[src/rtl/tilemap_vram_arbiter_pkg.sv]
// rtl/tilemap_vram_arbiter_pkg.sv - shared geometry constants and FSM encoding for the tile-map VRAM arbiter
// Purpose: one place for the 640x480 / 16x16-tile geometry and the arbiter state encoding.
// Ports: none (package).
package tilemap_vram_arbiter_pkg;

  localparam int H_VISIBLE  = 640;
  localparam int V_VISIBLE  = 480;
  localparam int V_TOTAL    = 525;
  localparam int TILE_SHIFT = 4;
  localparam int COLS       = H_VISIBLE >> TILE_SHIFT;
  localparam int ROWS       = V_VISIBLE >> TILE_SHIFT;
  localparam int TILE_BITS  = 8;
  localparam int ADDR_BITS  = 11;

  localparam int COL_BITS = $clog2(COLS);      // line-buffer write index
  localparam int IDX_BITS = 11 - TILE_SHIFT;   // h_cnt >> TILE_SHIFT
  localparam int ROW_BITS = 10 - TILE_SHIFT;   // next_line >> TILE_SHIFT

  typedef enum logic [2:0] {
    ST_IDLE    = 3'd0,
    ST_CPU_ACC = 3'd1,
    ST_CPU_RD  = 3'd2,
    ST_FETCH   = 3'd3,
    ST_DRAIN   = 3'd4
  } state_t;

endpackage

[src/rtl/tilemap_vram_arbiter_tile_line_buffer.sv]
// rtl/tilemap_vram_arbiter_tile_line_buffer.sv - one tile row of codes, 1 write port, 1 registered read port
// Purpose: holds the COLS tile codes of the row being displayed.
// Ports:
//   i_clk, i_rst  clock, synchronous active-high reset (clears all entries and the read register)
//   i_we          write enable
//   i_waddr       write column (0..COLS-1)
//   i_wdata       tile code to store
//   i_raddr       read column (h_cnt >> TILE_SHIFT, may exceed COLS-1 during blanking)
//   o_rdata       registered read data, 0 for out-of-range columns
module tile_line_buffer
  import tilemap_vram_arbiter_pkg::*;
(
  input  logic                 i_clk,
  input  logic                 i_rst,
  input  logic                 i_we,
  input  logic [COL_BITS-1:0]  i_waddr,
  input  logic [TILE_BITS-1:0] i_wdata,
  input  logic [IDX_BITS-1:0]  i_raddr,
  output logic [TILE_BITS-1:0] o_rdata
);

  logic [TILE_BITS-1:0] r_mem [COLS];
  logic [TILE_BITS-1:0] r_rdata;

  always_ff @(posedge i_clk) begin
    if (i_rst) begin
      for (int i = 0; i < COLS; i++) r_mem[i] <= '0;
      r_rdata <= '0;
    end else begin
      if (i_we) r_mem[i_waddr] <= i_wdata;
      // Columns past the visible width occur in hblank; return 0 rather than alias.
      r_rdata <= (i_raddr < IDX_BITS'(COLS)) ? r_mem[i_raddr[COL_BITS-1:0]] : '0;
    end
  end

  assign o_rdata = r_rdata;

endmodule

[src/rtl/tilemap_vram_arbiter.sv]
// rtl/tilemap_vram_arbiter.sv - shares the single-port tile-map RAM between CPU and VGA tile-row bursts
// Purpose: bursts one tile row into a line buffer during hblank, serves CPU accesses otherwise,
//          forwards frame-end as an interrupt.
// Ports:
//   i_clk, i_rst           pixel clock, synchronous active-high reset
//   i_h_cnt, i_v_cnt       VGA timing counters
//   i_frame_end            1-cycle pulse on last pixel of frame
//   i_cpu_req/we/addr/wdata CPU request, held until o_cpu_ack
//   o_cpu_ack, o_cpu_rdata ack pulse; read data (valid with ack, then held)
//   o_frame_irq            i_frame_end delayed one cycle
//   o_ram_*/i_ram_rdata    single-port RAM, 1-cycle read latency
//   o_tile_code            line_buf[h_cnt >> TILE_SHIFT], registered
module tilemap_vram_arbiter
  import tilemap_vram_arbiter_pkg::*;
(
  input  logic                 i_clk,
  input  logic                 i_rst,
  input  logic [10:0]          i_h_cnt,
  input  logic [9:0]           i_v_cnt,
  input  logic                 i_frame_end,
  input  logic                 i_cpu_req,
  input  logic                 i_cpu_we,
  input  logic [ADDR_BITS-1:0] i_cpu_addr,
  input  logic [TILE_BITS-1:0] i_cpu_wdata,
  output logic                 o_cpu_ack,
  output logic [TILE_BITS-1:0] o_cpu_rdata,
  output logic                 o_frame_irq,
  output logic                 o_ram_en,
  output logic                 o_ram_we,
  output logic [ADDR_BITS-1:0] o_ram_addr,
  output logic [TILE_BITS-1:0] o_ram_wdata,
  input  logic [TILE_BITS-1:0] i_ram_rdata,
  output logic [TILE_BITS-1:0] o_tile_code
);

  state_t               r_state, w_next_state;
  logic [9:0]           w_next_line;
  logic [ROW_BITS-1:0]  w_burst_row;
  logic                 w_fetch_trig;
  logic                 r_pending;
  logic [ADDR_BITS-1:0] r_base;
  logic [COL_BITS-1:0]  r_col;
  logic [COL_BITS-1:0]  r_wr_col;
  logic                 r_wr_en;
  logic [TILE_BITS-1:0] r_cpu_rdata;
  logic                 r_frame_irq;

  assign w_next_line  = (i_v_cnt == 10'(V_TOTAL - 1)) ? '0 : i_v_cnt + 10'd1;
  assign w_burst_row  = w_next_line[9:TILE_SHIFT];
  assign w_fetch_trig = (i_h_cnt == 11'(H_VISIBLE)) &&
                        (w_next_line < 10'(V_VISIBLE)) &&
                        (w_next_line[TILE_SHIFT-1:0] == '0);

  // State register
  always_ff @(posedge i_clk) begin
    if (i_rst) r_state <= ST_IDLE;
    else       r_state <= w_next_state;
  end

  // Next-state logic: a tile-row burst always wins over the CPU in IDLE.
  always_comb begin
    w_next_state = r_state;
    case (r_state)
      ST_IDLE: begin
        if (w_fetch_trig || r_pending) w_next_state = ST_FETCH;
        else if (i_cpu_req)            w_next_state = ST_CPU_ACC;
      end
      ST_CPU_ACC: w_next_state = i_cpu_we ? ST_IDLE : ST_CPU_RD;
      ST_CPU_RD:  w_next_state = ST_IDLE;
      ST_FETCH:   if (r_col == COL_BITS'(COLS - 1)) w_next_state = ST_DRAIN;
      ST_DRAIN:   w_next_state = ST_IDLE;
      default:    w_next_state = ST_IDLE;
    endcase
  end

  // Output logic
  always_comb begin
    o_ram_en    = 1'b0;
    o_ram_we    = 1'b0;
    o_ram_addr  = '0;
    o_ram_wdata = '0;
    o_cpu_ack   = 1'b0;
    o_cpu_rdata = r_cpu_rdata;
    case (r_state)
      ST_CPU_ACC: begin
        o_ram_en    = 1'b1;
        o_ram_we    = i_cpu_we;
        o_ram_addr  = i_cpu_addr;
        o_ram_wdata = i_cpu_wdata;
        o_cpu_ack   = i_cpu_we;
      end
      ST_CPU_RD: begin
        // Read data is presented combinationally so it is valid in the ack cycle.
        o_cpu_ack   = 1'b1;
        o_cpu_rdata = i_ram_rdata;
      end
      ST_FETCH: begin
        o_ram_en   = 1'b1;
        o_ram_addr = r_base + ADDR_BITS'(r_col);
      end
      default: ;
    endcase
  end

  // Burst counters, pending trigger, CPU read hold and irq
  always_ff @(posedge i_clk) begin
    if (i_rst) begin
      r_pending   <= 1'b0;
      r_base      <= '0;
      r_col       <= '0;
      r_wr_col    <= '0;
      r_wr_en     <= 1'b0;
      r_cpu_rdata <= '0;
      r_frame_irq <= 1'b0;
    end else begin
      r_frame_irq <= i_frame_end;
      if (r_state == ST_CPU_RD) r_cpu_rdata <= i_ram_rdata;
      // A trigger seen while the CPU owns the RAM is held until IDLE consumes it.
      r_pending <= (r_state == ST_IDLE) ? 1'b0 : (r_pending | w_fetch_trig);
      // Row base advances one row per trigger; row 0 resynchronises it each frame.
      if (w_fetch_trig) r_base <= (w_burst_row == '0) ? '0 : r_base + ADDR_BITS'(COLS);
      r_col <= (r_state == ST_FETCH) ? r_col + 1'b1 : '0;
      // RAM data returns one cycle after the address, so the write column trails by one.
      r_wr_en  <= (r_state == ST_FETCH);
      r_wr_col <= r_col;
    end
  end

  assign o_frame_irq = r_frame_irq;

  tile_line_buffer u_line_buf (
    .i_clk   (i_clk),
    .i_rst   (i_rst),
    .i_we    (r_wr_en),
    .i_waddr (r_wr_col),
    .i_wdata (i_ram_rdata),
    .i_raddr (i_h_cnt[10:TILE_SHIFT]),
    .o_rdata (o_tile_code)
  );

endmodule

[config.mk]
export PLATFORM = sky130hd
export DESIGN_NAME = tilemap_vram_arbiter
export DESIGN_NICKNAME = d
export VERILOG_FILES = /design/src/rtl/tilemap_vram_arbiter_pkg.sv /design/src/rtl/tilemap_vram_arbiter_tile_line_buffer.sv /design/src/rtl/tilemap_vram_arbiter.sv
export SDC_FILE = /design/constraint.sdc
export NUM_CORES = 1
export LEC_CHECK = 0
export ABC_AREA = 1
export CORE_MARGIN = 2
export CORE_UTILIZATION = 48
export DETAILED_ROUTE_END_ITERATION = 10
export HOLD_SLACK_MARGIN = 0.15
export PLACE_DENSITY = 0.71
export SKIP_LAST_GASP = 1
export SLEW_MARGIN = 20
export SYNTH_ARGS = -nofsm -noshare
export SYNTH_HDL_FRONTEND = slang
export SYNTH_SLANG_ARGS = --single-unit
[constraint.sdc]
create_clock -name i_clk -period 3.9 [get_ports i_clk]
set_clock_uncertainty 0.15 [all_clocks]
set_input_delay 0.585 -clock i_clk [delete_from_list [all_inputs] [get_ports i_clk]]
set_output_delay 0.585 -clock i_clk [all_outputs]
set_load 0.01 [all_outputs]
==> metrics.md <==
| Metric | Value |
|---|---|
| Status | finished clean |
| Most frequent CP cell | nor2_1 |
| Tot GR Track Use | 0.249 |
| Num Clock Sinks | 474 |
| Async set-reset flop share out of synthesis | 0 |
| RePlAce Congestion | ~0.94 |
| CTS tree | built |
| Largest cells by area after synthesis | edfxtp_1, nor2_1, o21ai_0, dfxtp_1, nand2_1 |
| Ant. Diodes | 0 |
| CP Launch Type | flop |
| CP max-delay cell | clkdlybuf4s50_1 |
| Critical path endpoint category | primary output |
| FF-to-FF path depth | 6 |
| Post-DRT Antenna Nets | 0 |
| Max-Cap Viols | 0 |
| DRT Pass-1 Iters | 6 |
| DR WL/cell | 20.9 um |
| Post-synth top flop | edfxtp_1 |
| Routed via count | 16100 |
| Fmax | 0.281 GHz |
| GRT Residual Overflow | 0 |
| Fin. max-slew vios | 0 |
| Synth top area share | 0.611 |
| End of the critical path | o_ram_addr[8] |
| Reg clk slew, reported paths | 0.06 ns |
| DP HPWL | 37700 um |
| DP Worst Slack | 0.419 ns |
| Setup violators final | 0 |
| Drt initial violations | a little over 2000 |
| Vias/cell | just under 6 |
| R2R Setup Slk | 0.61 ns |
| FF+latch count, synth | between 400 and 500 |
| Initial Util | 0.483 |
| Critical path peak fanout | 4 |
| Vias in the first global route | 15300 |
| Post-synth EDFFs | 432 |
| Slew @ Worst Pin | 1.12 ns |
| Clk_lat worst skew | 0.58 ns |
| Final nets | 2226 |
| Post-Syn Area per Cell | around 10 sq um |
| Launch point of the worst hold path | r_col[0] |
| Buf/Inv on CP | 2 |
| Leakage | around 9 nW |
| Quantity of I/O buffers inserted on ports | 91 |
| CP startpoint | r_col[4] |
| Final worst-path cycle share | 0.913 |
| CTS Hold Buffers Added | 0 |
| Setup TNS | 0 ns |
| WP depth | 10 |
| Number of buffers created by CTS | 48 |
| WL final | 58300 um |
| Max VDD drop | 398 uV |
| Cell variety after synth | between 40 and 50 |
| Worst EP required | approximately 3.2 ns |
| Layout cell share with drive strength beyond 1 | 0.0740 |
| CP Data Arrival Time | 2.83 ns |
| CP Cell Sequence | ha_1 > nand2_1 > a21boi_0 > nor2_1 > nor2_1 > inv_1 > nor2_1 > nor2_1 > o21ai_0 > clkdlybuf4s50_1 |
| Origin of the critical flop-to-flop path | r_wr_col[0] |
| Die extent in y | 214 um |
| Post-CTS setup repair buffer count | 0 |
| Tightest Hold Check Type | flop to flop |
| Leading area contributor after synthesis | edfxtp_1 |
| Final setup margin | 0.339 ns |
| Post-synthesis sequential area ratio | 0.651 |
| Design Power | ~0.011 W |
| Synthesized net count | around 2200 |
| Largest net degree at the start of global routing | 108 |
| H-Tree Depth | 2 |
| First-pass GRT wire length | 87700 um |
| Die area | around 0.046 sq mm |
| Rows | 77 |
| Crit-path max cell delay | 0.56 ns |
| Count leader, synth | nor2_1 |
| Worst rel slew slack | 0.248 |
| DRC | 0 |
| Worst Hold Path Cells | 1 |
| Final worst path period need | ~3.6 ns |
| Syn Std Cell Area | ~0.021 sq mm |
| Core Area | between 0.04 and 0.05 sq mm |
| Final hold violations | 0 |
| Gate Count Post-Synth | 2113 |
| Delay-heaviest family, CP | buffers and inverters |
| Most frequent cells after synthesis | nor2_1, edfxtp_1, o21ai_0 |
| Post-CTS sizing | 0 |
| RSZ-0062 raised after global routing | false |
| Die X | between 200 and 250 um |
| Initial antenna violation count | 1 |
| Setup CP Type | flop to primary output |
| Crit Reg-Reg Endpoint | u_line_buf.r_mem[9][2] |
| Clock root buffer | clkbuf_16 |
| Synthesis Warnings | 0 |
| Synthesis-to-finish area growth | 13.7% |
| Top Ports | 92 |
| Max clock buf depth | 3 |
| Power Dens Cells | around 460 mW/mm^2 |
[through the flow]
step | cells | utilization | cell area (sq um) | hold WS (ns)
3_3_place_gp | 2708 | 0.515 | 22600 | 0.274
6_report | 2795 | 0.549 | 24100 | 0.305
3_5_place_dp | 2708 | 0.515 | 22600 | 0.295
2_1_floorplan | 2113 | - | 21200 | 0.267
5_1_grt | 2795 | 0.549 | 24100 | 0.340
4_1_cts | 2795 | 0.549 | 24100 | 0.307
[worst register-to-register path, delay by kind of cell (launching register included)]
family / cells / cell delay, ns
buffers and inverters: 2 / 0.56
flip-flops: 1 / 0.48
AND/OR/NAND/NOR: 4 / 1.78
[per-layer routing]
| layer | global-route usage | vias up | share of wire |
|---|---|---|---|
| met2 | 0.393 | 950 | 0.46 |
| li1 | - | 7374 | - |
| met4 | 0.101 | 2 | 0.039 |
| met1 | 0.343 | 7639 | 0.40 |
| met5 | 0 | - | 0.00014 |
| met3 | 0.0465 | 146 | 0.11 |
[where the power goes]
part / switching [W] / total [W] / internal (W)
sequential: 0.0000428 / 0.00570 / 0.00565
combinational: 0.000606 / 0.000871 / 0.000265
clock: 0.00189 / 0.00444 / 0.00255
[registers in the layout, indices dropped and copies added, names as in the netlist]
name,flops
r_wr_en,1
u_line_buf.o_rdata,8
o_frame_irq,1
r_base,8
r_state,3
r_col,6
r_wr_col,6
r_pending,1
u_line_buf.r_mem,432
r_cpu_rdata,8
[how the worst min path moves through the flow]
stage,to,slack (ns)
global placement,r_col[0],0.27
CTS,r_col[0],0.31
floorplan,r_col[0],0.27
detailed placement,r_col[0],0.30
finish,r_col[0],0.30
global route,r_col[0],0.34
[cell families after synthesis]
| logic type | share of synthesized area |
|---|---|
| XOR/XNOR | 0.000413 |
| AND/OR/NAND/NOR | 0.192 |
| AO/OA/AOI/OAI | 0.107 |
| flip-flops | 0.651 |
| buffers and inverters | 0.0459 |
| adder cells (fa/ha/maj) | 0.00413 |
[final cells by class]
| cell class | instances | area [sq um] |
|---|---|---|
| clock buffer | 56 | 1250 |
| fill | 3846 | 19800 |
| timing repair buffer | 127 | 1210 |
| clock inverter | 31 | 246 |
| inverter | 111 | 419 |
| multi-input combinational | 1404 | 6430 |
| tap | 592 | 741 |
| sequential | 474 | 13800 |
[layout by cell type, fill, tap and decap left out, drive strengths merged]
master / count
ha: 7
o31ai: 1
o2111ai: 1
nand3: 54
xor2: 1
edfxtp: 432
a32o: 3
buf: 39
nor3b: 2
dfxtp: 42
a22o: 1
clkbuf: 56
nor2: 682
bufinv: 4
and2: 1
nor4: 1
o22ai: 38
nand4: 12
or2: 3
nor3: 18
a21boi: 1
a22oi: 22
o21ai: 246
clkdlybuf4s50: 88
o211ai: 50
a21oi: 29
clkinv: 28
o41ai: 1
o21bai: 1
o221ai: 4
inv: 110
nand2: 225
Power figures use the tool's default switching activity.
